--- src/rtl/pad_ctrl_sequencer.sv ---
// pad_ctrl_sequencer: sequences pad IE/OE/DS changes, inserting a turnaround
// gap with both enables low whenever the pad swaps between input and output.
module pad_ctrl_sequencer #(
    parameter int unsigned TURNAROUND_CYCLES = 2,
    parameter int unsigned DS_WIDTH          = 3
) (
    input  logic                clk_i,
    input  logic                rst_i,
    input  logic                req_valid_i,
    output logic                req_ready_o,
    input  logic [1:0]          req_dir_i,
    input  logic [DS_WIDTH-1:0] req_ds_i,
    input  logic                tx_data_i,
    output logic                rx_data_o,
    output logic                pad_ie_o,
    output logic                pad_oe_o,
    output logic [DS_WIDTH-1:0] pad_ds_o,
    output logic                pad_i_o,
    input  logic                pad_o_i,
    output logic                busy_o,
    output logic [1:0]          mode_o
);

    localparam bit         USE_TURN  = (TURNAROUND_CYCLES != 0);
    localparam logic [3:0] TURN_LOAD = USE_TURN ? 4'(TURNAROUND_CYCLES - 1) : 4'd0;

    typedef enum logic [1:0] {
        ST_HIZ    = 2'd0,
        ST_INPUT  = 2'd1,
        ST_OUTPUT = 2'd2,
        ST_TURN   = 2'd3
    } state_t;

    state_t     state;
    state_t     state_nxt;
    state_t     target;
    state_t     req_tgt;
    logic [3:0] cnt;
    logic [3:0] cnt_nxt;
    logic       accept;
    logic       sync1;

    // Externally visible mode encoding of a settled state.
    function automatic logic [1:0] mode_of(input state_t s);
        case (s)
            ST_INPUT:  mode_of = 2'b01;
            ST_OUTPUT: mode_of = 2'b10;
            default:   mode_of = 2'b00;
        endcase
    endfunction

    assign accept = req_valid_i & req_ready_o;

    // Decode the requested direction; the reserved code falls back to HIZ.
    always_comb begin
        req_tgt = ST_HIZ;
        case (req_dir_i)
            2'b01:   req_tgt = ST_INPUT;
            2'b10:   req_tgt = ST_OUTPUT;
            default: req_tgt = ST_HIZ;
        endcase
    end

    // Next state and turnaround counter; only INPUT<->OUTPUT swaps go through TURN.
    always_comb begin
        state_nxt = state;
        cnt_nxt   = cnt;
        case (state)
            ST_TURN: begin
                if (cnt == 4'd0) begin
                    state_nxt = target;
                end else begin
                    cnt_nxt = cnt - 4'd1;
                end
            end
            default: begin
                if (accept && (req_tgt != state)) begin
                    if (USE_TURN && (state != ST_HIZ) && (req_tgt != ST_HIZ)) begin
                        state_nxt = ST_TURN;
                        cnt_nxt   = TURN_LOAD;
                    end else begin
                        state_nxt = req_tgt;
                    end
                end
            end
        endcase
    end

    // State, request capture and registered pad controls derived from the next state.
    always_ff @(posedge clk_i or posedge rst_i) begin
        if (rst_i) begin
            state       <= ST_HIZ;
            target      <= ST_HIZ;
            cnt         <= 4'd0;
            pad_ie_o    <= 1'b0;
            pad_oe_o    <= 1'b0;
            pad_ds_o    <= '0;
            pad_i_o     <= 1'b0;
            busy_o      <= 1'b0;
            mode_o      <= 2'b00;
            req_ready_o <= 1'b1;
        end else begin
            state <= state_nxt;
            cnt   <= cnt_nxt;
            if (accept) begin
                target   <= req_tgt;
                pad_ds_o <= req_ds_i;
                mode_o   <= mode_of(req_tgt);
            end
            pad_ie_o    <= (state_nxt == ST_INPUT);
            pad_oe_o    <= (state_nxt == ST_OUTPUT);
            pad_i_o     <= (state_nxt == ST_OUTPUT) & tx_data_i;
            busy_o      <= (state_nxt == ST_TURN);
            req_ready_o <= (state_nxt != ST_TURN);
        end
    end

    // Two-flop synchronizer for the pad receive data, independent of mode.
    always_ff @(posedge clk_i or posedge rst_i) begin
        if (rst_i) begin
            sync1     <= 1'b0;
            rx_data_o <= 1'b0;
        end else begin
            sync1     <= pad_o_i;
            rx_data_o <= sync1;
        end
    end

endmodule

--- config.mk ---
export PLATFORM = sky130hd
export DESIGN_NAME = pad_ctrl_sequencer
export DESIGN_NICKNAME = d
export VERILOG_FILES = /design/src/rtl/pad_ctrl_sequencer.sv
export SDC_FILE = /design/constraint.sdc
export NUM_CORES = 1
export LEC_CHECK = 0
export CAP_MARGIN = 5
export CORE_MARGIN = 2
export CORE_UTILIZATION = 52
export DETAILED_ROUTE_END_ITERATION = 10
export GPL_ROUTABILITY_DRIVEN = 0
export GPL_TIMING_DRIVEN = 0
export PLACE_DENSITY = 0.82
export SYNTH_ARGS = -nofsm -noshare
export SYNTH_HDL_FRONTEND = slang
export SYNTH_SLANG_ARGS = --single-unit
--- constraint.sdc ---
create_clock -name clk_i -period 4.3 [get_ports clk_i]
set_input_delay 1.075 -clock clk_i [delete_from_list [all_inputs] [get_ports clk_i]]
set_output_delay 1.075 -clock clk_i [all_outputs]
set_load 0.005 [all_outputs]
==> impl_metrics.toml, run 1 <==
[worst_setup_path]
slowest_delay_ps = 480
path_max_fanout = 6
cp-end-kind = "flop"
crit_arrival_ps = 2930
path_cells = "clkdlybuf4s50_1 -> inv_1 -> ha_1 -> xnor2_1 -> a211o_1 -> a311oi_4 -> a21boi_1"
slowest_stage = "clkdlybuf4s50_1"
startpoint_type = "primary input"
crit_type = "primary input to flop"
required_ps = 4530

[yosys]
synth_top_family_by_area = "simple AND/OR/NAND/NOR gates"
yosysTopAreaCell = "dfrtp_1"
synth-simple-area-share_pct = 18.93
ys_ff_latch = 18
syn-num-nets = 100
yosysMostFrequentCell = "dfrtp_1"
synthMuxAreaShare_pct = 4.700
synth-main-ff-cell = "dfrtp_1"
synth_area_leaders = "dfrtp_1, ha_1, mux2_2, a311oi_4, dfstp_2"
syn_avg_cell_area_um2 = 11.28
synth_top_area_share_pct = 44.39
async_reset_ff_share_pct = 100.0
yosys.area_share.xor_xnor_pct = 3.525
syn_inst = 85
ys_seq_area_share_pct = 47.13
syn-cell-area_um2 = 958.4
yosysWarnings = 0
synth_edf_count = 0
synthAdderAreaFrac_pct = 6.527
synth.distinct_cells = 35
synth_compound_area_share_pct = 13.97
ys_top_cells_by_count = "dfrtp_1, inv_1, ha_1, nand2_1"

[sta]
fin_skew_ps = 3.359
finalHoldViolCount = 0
slew_violations = 0
tightest_slew_ps = 678.4
fin_tns_setup_ps = 0
fin_crit_sh_pct = 62.92
finalSetupViolations = 0
max_slew_margin_pct = 54.72
fin_crit_ps = 2706
rsz0062_at_grt = "no"
fmax_mhz = 369.6

[clocking]
cts_root_buf = "clkbuf_4"
cts_buffer_depth = 2
hold_buffers = 0
cts_sinks = 18
post_cts_resized = 0
cts_tree = "built"
path_clk_slew_ps = 100
htree_levels = 1
cts_buffers = 3
clock_latency_ps = 300
cts_setup_buffers = 0

[global_route]
grtUsageTotal_pct = 19.79
antenna_found_initial = 0
grt_pass1_vias = 707
grt_pass1_wl_um = 3029
overflow = 0
grt_max_degree = 19

[layout]
finalInstanceArea_mm2 = 0.001216
drive_gt1_share_pct = 13.76
ff_latch_area_um2 = 451.7
syn_to_final_growth_pct = 26.89
n_fill_cell = 142
multiInputGateArea_um2 = 456.7
nets = 125
antenna_cells = 0

[routing]
via_count = 700
drt_wl_total_um = 1757
routed_via_density = 5.224
routedWlPerCell_um = 13.11
drcViolationCount = 0
ant_nets = 0
first_pass_iters = 4
drt_iter0_markers = 10

[power_and_ir_drop]
peakVddDrop_v = 0.0002713
power_density_mw_per_mm2 = 342.8
total_leakage_power_nw = 0.5527

[hold_path]
hp-class = "flop to flop"

[floorplanning]
die_h_um = 46.93
std_cell_rows = 15
pin_count = 21
fp.dieW_um = 46.93
start_util_pct = 55.51
die_area_mm2 = 0.002202
coreArea_mm2 = 0.001727

[outcome]
status = "finished clean"

[placement]
placed_cell_area_mm2 = 0.001190
hpwlAfterDp_um = 1337
port_buffers = 20

[run]
drv_cap = 0
final cells by class:
| type | count | share of cell area (%) |
|---|---|---|
| multi-input combinational | 57 | 37.55 |
| tap | 25 | 2.572 |
| clock buffer | 4 | 2.160 |
| timing repair buffer | 20 | 16.46 |
| sequential | 18 | 37.14 |
| buffer | 3 | 1.955 |
| inverter | 7 | 2.160 |
logic make-up after synthesis:
family	Yosys count
AO/OA/AOI/OAI	15
flip-flops	18
adder cells (fa/ha/maj)	5
AND/OR/NAND/NOR	30
multiplexers	4
buffers and inverters	10
XOR/XNOR	3
where the power goes:
group | internal (mW) | total, mW | leakage, nW | switching [mW]
Clock | 0.0362 | 0.0894 | 0.0150 | 0.0532
Combinational | 0.0662 | 0.123 | 0.309 | 0.0571
Sequential | 0.190 | 0.204 | 0.229 | 0.0146
through the flow:
step                      hold slack [ps]  power (mW)  setup slack, ps  cells  util (%)
after floorplan                     331.2      0.2922             1971     85         -
after global placement              335.9      0.3273             1310    130     68.91
after detailed placement            344.3      0.3323             1258    130     68.91
after CTS                           367.5      0.4202             1575    134     70.43
after global routing                373.9      0.4447             1413    134     70.43
final                               365.7      0.4169             1594    134     70.43
registers in the layout, indices dropped and copies added (netlist names):
name,cells
cnt,4
pad_ds_o,3
mode_o,2
state,2
busy_o,1
pad_i_o,1
pad_ie_o,1
pad_oe_o,1
req_ready_o,1
rx_data_o,1
sync1,1
worst max-delay path, delay by kind of cell:
family | cells | cell delay (ps)
xor gates and xnor gates | 1 | 160
buffers and inverters | 2 | 540
AOI/OAI and AO/OA | 3 | 890
adders and majority gates | 1 | 260
final timing paths:
check,from,endpoint,slack [ps],cells after the start
worst max-delay path,req_dir_i[0],pad_ie_o,1590,7
worst min-delay path,sync1,rx_data_o,370,0
worst max register to register,cnt[0],busy_o,2390,6
worst min register to register,sync1,rx_data_o,370,0
max in group asynchronous,rst_i,pad_ie_o,2700,2
min in group asynchronous,rst_i,busy_o,1170,2
layout by cell type, fill, tap and decap left out, drive strengths merged, types with 3 or more instances in the layout:
| cell | count |
|---|---|
| a211o | 3 |
| buf | 3 |
| clkbuf | 4 |
| clkdlybuf4s50 | 20 |
| dfrtp | 17 |
| ha | 5 |
| inv | 7 |
| mux2 | 4 |
| nand2 | 5 |
| nand3 | 3 |
| nor2 | 4 |
| nor3 | 5 |
| nor3b | 3 |
| xnor2 | 3 |
per-layer routing:
metal  vias to the layer above  part of all wire [%]  global-route usage (%)
li1                        353                     -                       -
met1                       329                    48                   26.96
met5                         -                     0                       0
met2                        15                    48                   32.88
met4                         0                   1.3                   6.667
met3                         3                   2.8                   2.308
No activity file was read; power rests on OpenSTA's default activity.
==> inputs of run 2 (changes only) <==
--- a/config.mk
+++ b/config.mk
@@ -7,11 +7,11 @@
 export LEC_CHECK = 0
 export CAP_MARGIN = 5
 export CORE_MARGIN = 2
-export CORE_UTILIZATION = 52
+export CORE_UTILIZATION = 49
 export DETAILED_ROUTE_END_ITERATION = 10
 export GPL_ROUTABILITY_DRIVEN = 0
 export GPL_TIMING_DRIVEN = 0
-export PLACE_DENSITY = 0.82
+export PLACE_DENSITY = 0.78
 export SYNTH_ARGS = -nofsm -noshare
 export SYNTH_HDL_FRONTEND = slang
 export SYNTH_SLANG_ARGS = --single-unit
==> constraint.sdc (replaced) <==
create_clock -name clk_i -period 2.7 [get_ports clk_i]
set_input_delay 0.675 -clock clk_i [delete_from_list [all_inputs] [get_ports clk_i]]
set_output_delay 0.675 -clock clk_i [all_outputs]
set_load 0.005 [all_outputs]
==> run 2 against run 1 <==
Against the previous run: non-clock buffer count is the same; clock power up 88%; die area is 5.6% higher; global-route usage decreased by 0.91 points; combinational power increased by 63%; register-to-register slack lost 1600 ps; largest power group unchanged.
==> impl_metrics.toml, run 2 (same netlist as run 1, synthesis figures left out) <==
[worst_setup_path]
r2r_start = "cnt[0]"
rrSetupSlack_ps = 780
required_ps = 2930
cp-endpoint = "cnt[0]"
rr_endpoint = "busy_o"
crit_type = "primary input to flop"
reg2reg_depth = 6
startpoint_type = "primary input"
crit_arrival_ps = 2510
setup.worst_path.start = "req_dir_i[0]"
cp-end-kind = "flop"
path_max_fanout = 5

[sta]
slew_violations = 0
tightest_slew_ps = 693.9
rsz0062_at_grt = "no"
finalSetupViolations = 0
fin_skew_ps = 2.779
fin_crit_ps = 2278
fmax_mhz = 439.1
fin_crit_sh_pct = 84.36
finalHoldViolCount = 0
max_slew_margin_pct = 53.69
fin_tns_setup_ps = 0

[layout]
nets = 125
final_common_cell = "clkdlybuf4s50_1"
finalInstanceArea_mm2 = 0.001226
syn_to_final_growth_pct = 27.94
drive_gt1_share_pct = 14.68
largest_reg_flops = 4
largest-register = "cnt"
antenna_cells = 0
layout_common_cells = "clkdlybuf4s50_1, dfrtp_1, inv_1, nand2_1, ha_1"
reg_top3 = "cnt (4), pad_ds_o (3)"

[power_and_ir_drop]
power_density_mw_per_mm2 = 568.2
peakVddDrop_v = 0.0003867
total_leakage_power_nw = 0.5587

[clocking]
clock_latency_ps = 300
cts_buffer_depth = 2
htree_levels = 1
cts_setup_buffers = 0
path_clk_slew_ps = 100
hold_buffers = 0
cts_tree = "built"
cts_sinks = 18
cts_buffers = 3
post_cts_resized = 0
cts_root_buf = "clkbuf_4"

[floorplanning]
die_area_mm2 = 0.002326
start_util_pct = 53.75
std_cell_rows = 15
fp.dieW_um = 48.23
coreArea_mm2 = 0.001783
die_h_um = 48.23
pin_count = 21

[placement]
placed_cell_area_mm2 = 0.001190
port_buffers = 20
hpwlAfterDp_um = 1383

[hold_path]
hp-class = "flop to flop"
holdCritStartpoint = "sync1"

[global_route]
antenna_found_initial = 0
grt_pass1_wl_um = 2987
grtUsageTotal_pct = 18.88
overflow = 0
grt_max_degree = 19
grt_pass1_vias = 706

[routing]
via_count = 744
routed_via_density = 5.552
drt_wl_total_um = 1822
first_pass_iters = 4
ant_nets = 0
drt_iter0_markers = 6
drcViolationCount = 0
routedWlPerCell_um = 13.60

[outcome]
status = "finished clean"

[run]
drv_cap = 0
[run 2: cell counts in the layout (fill, tap and decap cells not counted)]
No cell type changed its count.
[run 2: area by class of cell]
| cell class | count | area, um^2 |
|---|---|---|
| Fill cell | 140 | 556.8 |
| Multi-Input combinational cell | 57 | 456.7 |
| Sequential cell | 18 | 451.7 |
| Timing Repair Buffer | 20 | 200.2 |
| Clock buffer | 4 | 36.28 |
| Tap cell | 25 | 31.28 |
| Inverter | 7 | 26.28 |
| Buffer | 3 | 23.77 |
[run 2: worst min path at each step]
stage                endpoint  cells past startpoint
finish              rx_data_o                      0
floorplan           rx_data_o                      0
CTS                 rx_data_o                      0
global placement    rx_data_o                      0
global route        rx_data_o                      0
detailed placement  rx_data_o                      0
[run 2: power breakdown]
part,internal (mW),switching [mW]
registers,0.302,0.0253
logic,0.107,0.0947
clock network,0.0823,0.0856
[run 2: routing by layer]
| layer | up-vias | global-route usage, % | part of all wire (%) |
|---|---|---|---|
| met5 | - | 0 | 0 |
| met4 | 0 | 9.730 | 2.3 |
| met3 | 5 | 2.593 | 3.0 |
| met2 | 17 | 31.58 | 50 |
| met1 | 367 | 23.60 | 45 |
| li1 | 355 | - | - |
[run 2: worst max-delay path, cell delays in order]
cell,delay [ps]
clkdlybuf4s50_1,490
inv_1,60
ha_1,250
xnor2_1,160
a2111oi_0,630
nor3_1,110
a21oi_1,130
[run 2: stage by stage]
| step | std cells | power [mW] | utilization, % | hold WS (ps) | worst slack, ps |
|---|---|---|---|---|---|
| 2_1_floorplan | 85 | 0.4654 | - | 331.2 | 771.1 |
| 3_3_place_gp | 130 | 0.5241 | 66.74 | 334.2 | 140.7 |
| 3_5_place_dp | 130 | 0.5353 | 66.74 | 357.6 | 101.2 |
| 4_1_cts | 134 | 0.7025 | 68.77 | 392.5 | 407.2 |
| 5_1_grt | 134 | 0.7378 | 68.77 | 393.6 | 200.1 |
| 6_report | 134 | 0.6968 | 68.77 | 385.9 | 422.4 |
